$ cat config.mk
export PLATFORM = sky130hd
export DESIGN_NAME = lcd_ctrl_gen
export DESIGN_NICKNAME = d
export VERILOG_FILES = /design/src/rtl/lcd_ctrl_gen.sv
export SDC_FILE = /design/constraint.sdc
export NUM_CORES = 1
export LEC_CHECK = 0
export ABC_AREA = 1
export CORE_MARGIN = 2
export CORE_UTILIZATION = 41
export CTS_CLUSTER_SIZE = 8
export DETAILED_ROUTE_END_ITERATION = 16
export PLACE_DENSITY = 0.68
export SETUP_SLACK_MARGIN = 0.1
export SLEW_MARGIN = 10
export SYNTH_ARGS = -nofsm -noshare
export SYNTH_HDL_FRONTEND = slang
export SYNTH_SLANG_ARGS = --single-unit
$ cat constraint.sdc
create_clock -name clk -period 1.68 [get_ports clk]
set_input_delay 0.252 -clock clk [delete_from_list [all_inputs] [get_ports clk]]
set_output_delay 0.252 -clock clk [all_outputs]
set_load 0.005 [all_outputs]
$ cat src/rtl/lcd_ctrl_gen.sv
// HD44780-style LCD bus controller: sequences RS/RW/E timing for one byte
// transfer (one byte in 8-bit mode, two nibbles high-first in 4-bit mode),
// then waits out the LCD execution time before returning to idle.
module lcd_ctrl_gen #(
  parameter int BUS_WIDTH = 4,
  parameter int T_AS      = 1,
  parameter int T_PW      = 5,
  parameter int T_H       = 1,
  parameter int T_EXEC    = 400,
  parameter int T_LONG    = 16400
) (
  input  logic                 clk,
  input  logic                 rst,
  input  logic                 rs_in,
  input  logic                 rw_in,
  input  logic [7:0]           data_in,
  input  logic                 start,
  output logic                 ready,
  output logic                 done,
  output logic [7:0]           rd_data,
  output logic                 rs_out,
  output logic                 rw_out,
  output logic                 enable_out,
  output logic [BUS_WIDTH-1:0] data_out,
  output logic                 data_oe,
  input  logic [BUS_WIDTH-1:0] lcd_data_in
);

  function automatic int max2(input int a, input int b);
    return (a > b) ? a : b;
  endfunction

  localparam int UNITS = (BUS_WIDTH == 8) ? 1 : 2;
  localparam int T_MAX = max2(max2(max2(T_AS, T_PW), max2(T_H, T_EXEC)), T_LONG);
  localparam int CNT_W = $clog2(T_MAX + 1);

  typedef enum logic [2:0] {IDLE, SETUP, EN_HIGH, HOLD, WAIT} state_t;

  state_t             state, state_nx;
  logic [CNT_W-1:0]   cnt, cnt_nx;
  logic               unit_q;
  logic               rs_q, rw_q;
  logic [7:0]         data_q;
  logic [7:0]         rd_shift;
  logic               cnt_last;
  logic               last_unit;
  logic               long_cmd;
  logic [CNT_W-1:0]   wait_len;
  logic [7:0]         unit_byte;
  logic [BUS_WIDTH-1:0] unit_data;

  assign cnt_last  = (cnt == CNT_W'(1));
  assign last_unit = (UNITS == 1) || unit_q;
  // Clear display / return home need the long execution delay.
  assign long_cmd  = !rs_q && !rw_q &&
                     (data_q == 8'h01 || data_q == 8'h02 || data_q == 8'h03);
  assign wait_len  = long_cmd ? CNT_W'(T_LONG) : CNT_W'(T_EXEC);
  assign unit_byte = (UNITS == 2 && !unit_q) ? (data_q >> 4) : data_q;
  assign unit_data = unit_byte[BUS_WIDTH-1:0];

  // State, phase counter and done pulse register.
  always_ff @(posedge clk) begin
    if (rst) begin
      state <= IDLE;
      cnt   <= '0;
      done  <= 1'b0;
    end else begin
      state <= state_nx;
      cnt   <= cnt_nx;
      done  <= (state_nx == IDLE) && (state != IDLE);
    end
  end

  // Next-state and phase-counter reload; counter saturates at 1 within a phase.
  always_comb begin
    state_nx = state;
    cnt_nx   = (cnt > CNT_W'(1)) ? cnt - CNT_W'(1) : cnt;
    case (state)
      IDLE: begin
        cnt_nx = '0;
        if (start) begin
          state_nx = SETUP;
          cnt_nx   = CNT_W'(T_AS);
        end
      end
      SETUP: begin
        if (cnt_last) begin
          state_nx = EN_HIGH;
          cnt_nx   = CNT_W'(T_PW);
        end
      end
      EN_HIGH: begin
        if (cnt_last) begin
          state_nx = HOLD;
          cnt_nx   = CNT_W'(T_H);
        end
      end
      HOLD: begin
        if (cnt_last) begin
          if (!last_unit) begin
            state_nx = SETUP;
            cnt_nx   = CNT_W'(T_AS);
          end else if (wait_len == '0) begin
            state_nx = IDLE;
            cnt_nx   = '0;
          end else begin
            state_nx = WAIT;
            cnt_nx   = wait_len;
          end
        end
      end
      WAIT: begin
        if (cnt_last) begin
          state_nx = IDLE;
          cnt_nx   = '0;
        end
      end
      default: begin
        state_nx = IDLE;
        cnt_nx   = '0;
      end
    endcase
  end

  // Request latch, nibble index and read-data capture.
  always_ff @(posedge clk) begin
    if (rst) begin
      rs_q     <= 1'b0;
      rw_q     <= 1'b0;
      data_q   <= 8'h00;
      unit_q   <= 1'b0;
      rd_shift <= 8'h00;
      rd_data  <= 8'h00;
    end else begin
      if (state == IDLE && start) begin
        rs_q   <= rs_in;
        rw_q   <= rw_in;
        data_q <= data_in;
        unit_q <= 1'b0;
      end
      if (state == HOLD && cnt_last && !last_unit)
        unit_q <= 1'b1;
      if (state == EN_HIGH && cnt_last && rw_q)
        rd_shift <= (rd_shift << BUS_WIDTH) | 8'(lcd_data_in);
      if (state == HOLD && cnt_last && last_unit && rw_q)
        rd_data <= rd_shift;
    end
  end

  // LCD pin drive: active only while a unit is on the bus.
  always_comb begin
    ready      = (state == IDLE);
    rs_out     = 1'b0;
    rw_out     = 1'b0;
    enable_out = 1'b0;
    data_out   = '0;
    data_oe    = 1'b0;
    if (state == SETUP || state == EN_HIGH || state == HOLD) begin
      rs_out     = rs_q;
      rw_out     = rw_q;
      enable_out = (state == EN_HIGH);
      data_oe    = !rw_q;
      data_out   = rw_q ? '0 : unit_data;
    end
  end

endmodule

==> impl_metrics.csv <==
group,metric,value,unit
grt,first_pass_grt_wire_length,8140,µm
logic_synthesis,synth_top_cell_by_area,"dfxtp_1",
floorplanning,die_span_x,77.6,µm
logic_synthesis,post_synth_main_area_contributors,"dfxtp_1 (41%), nor2_1 (11%), a21oi_1 (7.4%), nand2_1 (7.1%), inv_1 (6.6%)",
cts,cts_tree,"yes",
detailed_routing,drt_first_iter_violations,130,
cts,post_cts_hold_buffer_count,0,
finish,drive_above_1_share,26.6,%
grt,initial_antenna_violation_count,0,
floorplanning,cell_row_count,26,
sta,report.final.setup_viol,0,
logic_synthesis,syn-instance-count,317,
detailed_routing,route.detailed.drc,0,
critical_path,crit_arrival,1.30,ns
critical_path,path_max_fanout,4,
sta,finalHoldViolCount,0,
grt,first_global_vias,1839,
power,vdd.ir_drop.worst,1.01,mV
critical_path,critPathCaptureType,"output port",
job,maxCapViolCount,0,
detailed_routing,wl_per_cell,12.0,µm
cts,cts_num_sinks,46,
sta,slew_worst_pin,0.329,ns
sta,timing.fmax,0.644,GHz
power,p_leak,0.00135,µW
detailed_routing,dr.pass1.iters,4,
detailed_routing,antenna_violating_nets_post_route,0,
logic_synthesis,synth.distinct_cells,27,
place,gpl.final_weighted_congestion,0.810,
logic_synthesis,yosys-top-cells-count,"nor2_1 (64), dfxtp_1 (46), nand2_1 (42)",
sta,final_period_minus_worst_setup_slack,1.55,ns
place,buffer_ports.inserted,34,
detailed_routing,dr_vias,2174,
finish,layoutNonFillerInstCount,449,
cts,ctsRootBufferMaster,"clkbuf_8",
logic_synthesis,yosysMostFrequentCell,"nor2_1",
grt,grt_overflow_total,0,
floorplanning,boundaryPins,35,
logic_synthesis,ys_ff_latch,46,
finish,final_nets,397,
sta,skew,0.0113,ns
logic_synthesis,ys_seq_area_share,41.4,%
cts,clk_latency,0.31,ns
cts,clockBufferDepth,2,
logic_synthesis,synth_area_per_cell,7.01,µm²
sta,fin_tns_setup,0,ns
logic_synthesis,synth_async_sr_flop_share,0,%
logic_synthesis,ys_dominant_reg_cell,"dfxtp_1",
cts,cts_inserted_buffers,5,
worst_hold_path,hold_path.class,"reg2reg",
grt,grtUsageTotal,16.7,%
grt,grt_max_degree,26,
detailed_routing,viasPerCell,4.84,
outcome,outcome,"finished, final reports clean",
power,power_density,2220,nW/µm²
critical_path,crit_path_start_kind,"flop",
critical_path,timing.setup.critical_path_class,"reg2out",
cts,cts_max_level,2,
floorplanning,effective_utilization_at_floorplan,43.0,%
place,hpwl,3570,µm
detailed_routing,drt_wl_total,5390,µm
cts,cts.clk_slew.worst_paths,0.10,ns
floorplanning,fp.dieArea,6030,µm²
critical_path,crit_required,1.43,ns
logic_synthesis,yosys.area.top_type_share,41.4,%
sta,grt_setup_unrepaired,"yes",
sta,timing_max_transition_violations_final,0,
sta,timing.slew.headroom,77.9,%
place,placedCellCount,428,
logic_synthesis,synth_warn,0,
logic_synthesis,cell_area_after_synthesis,2220,µm²
logic_synthesis,synth_edf_count,0,
finish,antenna-diode-count,0,
finish,fillerInstances,460,
floorplanning,die_y,77.6,µm
sta,final.period_utilization,92.5,%
logic_synthesis,postSynthNetCount,336,
finish,synthToLayoutAreaGrowth,36.5,%
floorplanning,core_area,5170,µm²
==> report_power, final <==
part | internal, µW | switching (µW)
registers | 1340 | 223
clock network | 293 | 404
logic | 1830 | 2640
total | 3460 | 3270
==> area by class of cell <==
| class | instances | area [µm²] | share of cell area (%) |
|---|---|---|---|
| Clock buffer | 5 | 68.8 | 2.27 |
| Clock inverter | 3 | 21.3 | 0.701 |
| Inverter | 44 | 180 | 5.94 |
| Multi-Input combinational cell | 219 | 1190 | 39.2 |
| Sequential cell | 46 | 935 | 30.8 |
| Tap cell | 70 | 87.6 | 2.89 |
| Timing Repair Buffer | 62 | 552 | 18.2 |
==> per-stage QoR <==
step                      area (µm²)  utilization [%]  worst slack (ns)  total power, µW  hold WS, ns
after global placement          2720             52.5            0.0594             5120        0.428
after floorplan                 2220                -             0.283             4180        0.395
after global routing            3040             58.7            0.0260             7290        0.476
after detailed placement        2720             52.5            0.0457             5210        0.431
final                           3040             58.7             0.127             6740        0.448
after CTS                       2830             54.7            0.0479             6040        0.445
==> placed cells by master, fill, tap and decap left out, types with 4 or more instances in the layout <==
master           count
nor2_2              13
clkbuf_8             5
nor2_4               7
nand4_1              6
buf_2                5
xor2_1               8
nor3_1               4
nor2_1              51
buf_4               23
inv_2                7
a21oi_1             33
dfxtp_1             35
nand2_2              6
nand2_1             37
o21ai_0             21
clkdlybuf4s50_1     25
o21ai_1              6
dfxtp_2             11
nand3_1             10
inv_1               34
buf_6                4
==> per-layer routing <==
metal	wire (µm)	global-route usage, %
met5	0	0
met4	25	4.29
met3	218	4.53
met1	2460	21.6
met2	2690	27.6
==> critical path: stages, from the launching register on <==
cell,delay (ns)
dfxtp_2,0.37
nor2_4,0.12
inv_2,0.06
nor2_4,0.11
buf_6,0.12
inv_6,0.04
nor2_2,0.06
buf_2,0.11
==> cell families (layout without fill, tap and decap cells) <==
logic type	after synthesis	after routing	share of synthesized area, %
buf+inv	52	114	9.62
flops	46	46	41.4
compound gates	66	66	15.9
fa+ha+maj	2	2	1.13
xor+xnor	8	8	3.15
simple gates	143	143	28.8
==> registers in the layout, summed over array words and instances, names as in the netlist, 3 cells and up <==
signal    count
rd_data       8
cnt          15
state         3
rd_shift      8
data_q        8
==> worst paths after layout <==
path / slack [ns] / cells after the start / to / start
setup / recovery: 0.13 / 7 / data_out[0] / state[2]
hold / removal: 0.45 / 2 / rd_shift[4] / rd_shift[4]
setup reg to reg: 0.15 / 10 / done / cnt[4]
hold reg to reg: 0.45 / 2 / rd_shift[4] / rd_shift[4]
==> what timing repair did <==
item                       CTS  global route
setup endpoints to repair   14            35
setup buffers                4             8
gates cloned                 0             1
gates resized for setup     43            51
pin swaps                    3            12
No activity file was read; power rests on OpenSTA's default activity.
